==> src/rtl/ntt_coeff_loader_if.sv <==
// FIFO read side and coefficient RAM write side of the NTT load stage.
// master is the loader; slave is the FIFO/RAM environment.
interface ntt_coeff_loader_if #(
   parameter int DATA_W = 16,
   parameter int ADDR_W = 8
);
   logic              rd_empty_a;
   logic              rd_empty_b;
   logic [31:0]       rd_data_a;
   logic [31:0]       rd_data_b;
   logic              rd_req;
   logic              we;
   logic [ADDR_W-1:0] address_ina;
   logic [ADDR_W-1:0] address_inb;
   logic [DATA_W-1:0] data_ina;
   logic [DATA_W-1:0] data_inb;

   modport master (
      input  rd_empty_a, rd_empty_b, rd_data_a, rd_data_b,
      output rd_req, we, address_ina, address_inb, data_ina, data_inb
   );

   modport slave (
      output rd_empty_a, rd_empty_b, rd_data_a, rd_data_b,
      input  rd_req, we, address_ina, address_inb, data_ina, data_inb
   );
endinterface

==> src/rtl/ntt_coeff_loader.sv <==
// NTT load stage: drains two 32-bit FIFOs in lockstep and writes one unpacked
// {address, coefficient} pair per cycle into the dual-port coefficient RAM.
module ntt_coeff_loader #(
   parameter int DATA_W = 16,
   parameter int ADDR_W = 8,
   parameter int N_COEF = 256
) (
   input  logic               clk,
   input  logic               rst,
   input  logic               start,
   ntt_coeff_loader_if.master bus,
   output logic               busy,
   output logic               in_done,
   output logic               addr_err
);
   localparam int HALF  = N_COEF / 2;
   localparam int CNT_W = $clog2(HALF) + 1;
   localparam logic [CNT_W-1:0] CNT_END = CNT_W'(HALF);

   typedef enum logic [1:0] {IDLE, FETCH, DRAIN, DONE} state_t;

   state_t            state;
   logic [CNT_W-1:0]  issue_cnt;
   logic [CNT_W-1:0]  wr_cnt;
   logic              valid;
   logic [ADDR_W-1:0] addr_a;
   logic [ADDR_W-1:0] addr_b;
   logic              unused_bits;

   assign addr_a      = bus.rd_data_a[16 +: ADDR_W];
   assign addr_b      = bus.rd_data_b[16 +: ADDR_W];
   assign unused_bits = ^{bus.rd_data_a[31:16+ADDR_W], bus.rd_data_b[31:16+ADDR_W]};

   // Shared request only when both FIFOs have data, so A and B never slip.
   assign bus.rd_req = (state == FETCH) && !bus.rd_empty_a && !bus.rd_empty_b
                       && (issue_cnt < CNT_END);
   assign busy       = (state == FETCH) || (state == DRAIN);
   assign in_done    = (state == DONE);

   always_ff @(posedge clk or negedge rst) begin
      if (!rst) begin
         state           <= IDLE;
         issue_cnt       <= '0;
         wr_cnt          <= '0;
         valid           <= 1'b0;
         addr_err        <= 1'b0;
         bus.we          <= 1'b0;
         bus.address_ina <= '0;
         bus.address_inb <= '0;
         bus.data_ina    <= '0;
         bus.data_inb    <= '0;
      end else begin
         valid  <= bus.rd_req;
         bus.we <= valid;
         if (bus.rd_req)
            issue_cnt <= issue_cnt + 1'b1;
         // wr_cnt counts at registration so DONE follows the last we by one cycle.
         if (valid) begin
            bus.address_ina <= addr_a;
            bus.address_inb <= addr_b;
            bus.data_ina    <= bus.rd_data_a[DATA_W-1:0];
            bus.data_inb    <= bus.rd_data_b[DATA_W-1:0];
            wr_cnt          <= wr_cnt + 1'b1;
            if (addr_a == addr_b)
               addr_err <= 1'b1;
         end
         case (state)
            IDLE, DONE: begin
               if (start) begin
                  state     <= FETCH;
                  issue_cnt <= '0;
                  wr_cnt    <= '0;
                  addr_err  <= 1'b0;
               end
            end
            FETCH: if (issue_cnt == CNT_END) state <= DRAIN;
            DRAIN: if (wr_cnt == CNT_END)    state <= DONE;
            default: state <= IDLE;
         endcase
      end
   end
endmodule

==> src/flat_wrapper.sv <==
// flat-port wrapper written by rule: the top's interface ports become plain ports
module ntt_coeff_loader_flat 
#(
   parameter int DATA_W = 16,
   parameter int ADDR_W = 8,
   parameter int N_COEF = 256
)
  (clk, rst, start, busy, in_done, addr_err, bus_rd_empty_a, bus_rd_empty_b, bus_rd_data_a, bus_rd_data_b, bus_rd_req, bus_we, bus_address_ina, bus_address_inb, bus_data_ina, bus_data_inb);
  ntt_coeff_loader_if #(.DATA_W(DATA_W), .ADDR_W(ADDR_W)) bus_i ();
  input  logic clk;
  input  logic rst;
  input  logic start;
  output logic busy;
  output logic in_done;
  output logic addr_err;
  input wire logic [$bits(bus_i.rd_empty_a)-1:0] bus_rd_empty_a;
  input wire logic [$bits(bus_i.rd_empty_b)-1:0] bus_rd_empty_b;
  input wire logic [$bits(bus_i.rd_data_a)-1:0] bus_rd_data_a;
  input wire logic [$bits(bus_i.rd_data_b)-1:0] bus_rd_data_b;
  output wire logic [$bits(bus_i.rd_req)-1:0] bus_rd_req;
  output wire logic [$bits(bus_i.we)-1:0] bus_we;
  output wire logic [$bits(bus_i.address_ina)-1:0] bus_address_ina;
  output wire logic [$bits(bus_i.address_inb)-1:0] bus_address_inb;
  output wire logic [$bits(bus_i.data_ina)-1:0] bus_data_ina;
  output wire logic [$bits(bus_i.data_inb)-1:0] bus_data_inb;
  assign bus_i.rd_empty_a = bus_rd_empty_a;
  assign bus_i.rd_empty_b = bus_rd_empty_b;
  assign bus_i.rd_data_a = bus_rd_data_a;
  assign bus_i.rd_data_b = bus_rd_data_b;
  assign bus_rd_req = bus_i.rd_req;
  assign bus_we = bus_i.we;
  assign bus_address_ina = bus_i.address_ina;
  assign bus_address_inb = bus_i.address_inb;
  assign bus_data_ina = bus_i.data_ina;
  assign bus_data_inb = bus_i.data_inb;
  ntt_coeff_loader #(.DATA_W(DATA_W), .ADDR_W(ADDR_W), .N_COEF(N_COEF)) u_core (.clk(clk), .rst(rst), .start(start), .bus(bus_i), .busy(busy), .in_done(in_done), .addr_err(addr_err));
endmodule
==> config.mk <==
export PLATFORM = sky130hd
export DESIGN_NAME = ntt_coeff_loader_flat
export DESIGN_NICKNAME = d
export VERILOG_FILES = /design/src/rtl/ntt_coeff_loader_if.sv /design/src/rtl/ntt_coeff_loader.sv /design/src/flat_wrapper.sv
export SDC_FILE = /design/constraint.sdc
export NUM_CORES = 1
export LEC_CHECK = 0
export CAP_MARGIN = 20
export CORE_MARGIN = 3
export CORE_UTILIZATION = 43
export DETAILED_ROUTE_END_ITERATION = 8
export GPL_ROUTABILITY_DRIVEN = 0
export HOLD_SLACK_MARGIN = 0.15
export PLACE_DENSITY = 0.8
export SYNTH_ARGS = -nofsm -noshare
export SYNTH_HDL_FRONTEND = slang
export SYNTH_SLANG_ARGS = --single-unit
export TNS_END_PERCENT = 1
==> constraint.sdc <==
create_clock -name clk -period 2 [get_ports clk]
set_input_delay 0.6 -clock clk [delete_from_list [all_inputs] [get_ports clk]]
set_output_delay 0.6 -clock clk [all_outputs]
set_load 0.05 [all_outputs]
==> qor.txt, run 1 <==
Outcome -> complete, but fails checks
Failing checks -> negative setup slack
Number of iterations in the first detailed-routing pass -> 4
Commonest cells after routing, fill and taps aside -> sky130_fd_sc_hd__dfrtp_1 (68), sky130_fd_sc_hd__buf_4 (58), sky130_fd_sc_hd__clkdlybuf4s50_1 (49), sky130_fd_sc_hd__mux2_2 (48), sky130_fd_sc_hd__nor2_1 (17)
Antenna violations before repair -> 0
Setup WS post-layout -> -0.00625 ns
HPWL after detailed placement -> 4830 um
Number of cells produced by synthesis -> 214
Number of distinct library cells after synthesis -> 24
Total Nets Final -> 409
Part of the cycle the worst path needs -> 1.00
Cell area power density -> 1760 mW/mm^2
Tightest Hold Check Type -> reg2reg
Max-cap check violation count -> 0
Total I/O pin count -> 122
Total setup violations reported at the end of the flow -> 1
Placed inst area -> 0.00398 mm^2
Floorplan row count -> 29
Number of DRC violations after detailed routing -> 0
Overall Power -> 7.35 mW
Die boundary width -> 88.3 um
Final number of hold-violating endpoints -> 0
Routed vias/inst -> 4.97
Crit Path Category -> reg2out
Floorplan die height -> 88.3 um
Syn Nets -> 290
Number of nets with antenna violations after routing -> 0
Leading post-synthesis cells by cell area -> sky130_fd_sc_hd__dfrtp_1 (59%), sky130_fd_sc_hd__mux2_2 (19%), sky130_fd_sc_hd__xor2_1 (4.5%), sky130_fd_sc_hd__ha_1 (3.0%), sky130_fd_sc_hd__nor2_1 (2.2%)
Post-route standard cell area excluding fillers -> 0.00419 mm^2
Quantity of I/O buffers inserted on ports -> 105
Yosys synthesis warning count -> 0
Maximum resistive drop on vdd -> 1.29 mV
Unrepaired setup endpoints after global routing -> yes
Detail-routed net length per standard cell -> 15.5 um
Share of post-route cells with drive strength above 1 -> 0.395
Initial DRC Count -> 69
Insertion delay to the later sink of the worst-skew pair -> 0.33 ns
FF+latch count, synth -> 69
Clock Skew -> 0.0116 ns
Top cell type's share of synthesized area -> 0.593
Overall Global Routing Usage -> 0.185
GRT overflow -> 0
Number of global-route vias before repair -> 2341
Leading cell type in the layout, fill and taps excluded -> sky130_fd_sc_hd__dfrtp_1
Number of buffers inserted during clock tree synthesis -> 9
Die Footprint -> 0.00779 mm^2
Pin count of the biggest net entering global routing -> 58
Global-route wire length before repair -> 11000 um
Buffers from clock root to sink, at most -> 2
Clock Root Buffer -> sky130_fd_sc_hd__clkbuf_8
Achievable clock frequency -> 0.498 GHz
Total clock sinks -> 69
CTS clock-pin slew for the worst setup and hold paths -> 0.07 ns
Tightest Pin Transition -> 0.385 ns
Via count of the routed design -> 2059
Fin crit period -> 2.01 ns
Routed wire length -> 6420 um
Area of the core -> 0.00646 mm^2
Highest net fanout along the worst path -> 2
CTS H-Tree Depth -> 3
Worst endpoint required time -> 1.40 ns
Slew Limit Headroom -> 0.743
Final setup TNS -> -0.00625 ns
Final number of max-transition violations -> 0
Capturing element type of the critical path -> output pin
Number of fillers in the final layout -> 522
Post-synthesis sequential area ratio -> 0.593
Critical path startpoint category -> flip-flop
Number of antenna diodes -> 0
Leakage -> 1.90 nW
Average cell area after synthesis -> 13.6 um^2
Cell type contributing the most total cell area after synthesis -> sky130_fd_sc_hd__dfrtp_1
TritonCTS clock tree -> yes
Area growth from synthesis to layout -> 43.9%
Effective utilization at floorplan -> 0.451
Post-synthesis instance area -> 0.00291 mm^2
Arrival time at the worst endpoint -> 1.41 ns
## flip-flops by register name, indices dropped and copies added, names as in the netlist
signal                  cells
u_core.bus.data_ina        16
u_core.valid                1
u_core.bus.address_inb      8
u_core.bus.we               1
u_core.bus.address_ina      8
u_core.issue_cnt            8
u_core.bus.data_inb        16
u_core.state                2
u_core.wr_cnt               8
u_core.addr_err             1
## critical path, stage by stage, from the launching register on
cell,delay [ns]
sky130_fd_sc_hd__dfrtp_1,0.39
sky130_fd_sc_hd__inv_2,0.08
sky130_fd_sc_hd__ha_4,0.12
sky130_fd_sc_hd__nor4b_4,0.29
sky130_fd_sc_hd__buf_12,0.18
## layout make-up
class	count	area, um^2	area share
Clock buffer	12	135	0.0323
Clock inverter	3	15.0	0.00358
Inverter	11	41.3	0.00986
Multi-Input combinational cell	127	1130	0.271
Sequential cell	69	1730	0.412
Tap cell	77	96.3	0.0230
Timing Repair Buffer	115	1040	0.248
## where the power goes
group          total, mW  switching [mW]  internal, mW
logic               4.17            2.65          1.52
registers           2.27           0.322          1.95
clock network      0.913           0.475         0.438
total               7.35            3.45          3.90
## cell families (layout without fill, tap and decap cells)
family / Yosys count / after routing / synth area share
DFF: 69 / 69 / 0.593
xor gates and xnor gates: 20 / 20 / 0.0602
muxes: 51 / 51 / 0.196
adders and majority gates: 7 / 7 / 0.0301
buffers and inverters: 18 / 141 / 0.0262
and+or+nand+nor: 42 / 42 / 0.0791
AOI/OAI and AO/OA: 7 / 7 / 0.0155
## repair_timing
item	CTS	global route
pin swaps	1	0
setup buffers	4	0
gates resized for setup	8	0
hold buffers	1	0
endpoints found under the setup margin	2	2
endpoints found under the hold margin	6	0
## worst paths after layout
kind	slack, ns	startpoint	depth (start not counted)	to
worst max-delay path	-0.006	u_core.state[1]	4	bus_rd_req
worst min-delay path	0.51	u_core.bus.data_inb[14]	1	u_core.bus.data_inb[14]
worst max register to register	0.40	u_core.state[1]	7	u_core.issue_cnt[4]
worst min register to register	0.51	u_core.bus.data_inb[14]	1	u_core.bus.data_inb[14]
max in group asynchronous	0.73	rst	3	u_core.bus.data_ina[8]
min in group asynchronous	0.68	rst	2	u_core.bus.data_ina[3]
## per-stage QoR
| stage | cells | worst slack, ns | hold slack [ns] | utilization |
|---|---|---|---|---|
| detailed placement | 394 | -0.228 | 0.496 | 0.615 |
| global route | 414 | -0.0922 | 0.530 | 0.649 |
| finish | 414 | -0.00625 | 0.511 | 0.649 |
| CTS | 414 | -0.0307 | 0.512 | 0.649 |
| floorplan | 214 | -0.0793 | 0.304 | - |
| global placement | 394 | -0.236 | 0.491 | 0.615 |
## routing by layer
layer	vias to the layer above	routed length [um]	track usage
li1	972	-	-
met1	1010	2480	0.214
met2	70	3230	0.298
met3	7	634	0.0950
met4	0	82	0.0618
met5	-	0	0
## cells in the mapped netlist (all sizes together)
cell,count
ha,7
inv,11
nor4b,2
nand4,7
a221o,1
a41oi,1
xnor2,5
o21ai,1
nand3,2
or3,1
a21oi,3
buf,7
mux2i,3
nor2,20
xor2,15
a31oi,1
mux2,48
dfrtp,69
nor4,1
nand2,4
and3,2
nor3,3
No activity file was read; power rests on OpenSTA's default activity.
==> run 2, diff against run 1 <==
--- a/config.mk
+++ b/config.mk
@@ -8,6 +8,7 @@
 export CAP_MARGIN = 20
 export CORE_MARGIN = 3
 export CORE_UTILIZATION = 43
+export CTS_CLUSTER_DIAMETER = 30
 export DETAILED_ROUTE_END_ITERATION = 8
 export GPL_ROUTABILITY_DRIVEN = 0
 export HOLD_SLACK_MARGIN = 0.15
==> results of run 2 <==
The final DEF is identical to that of run 1; final timing and power are the same.
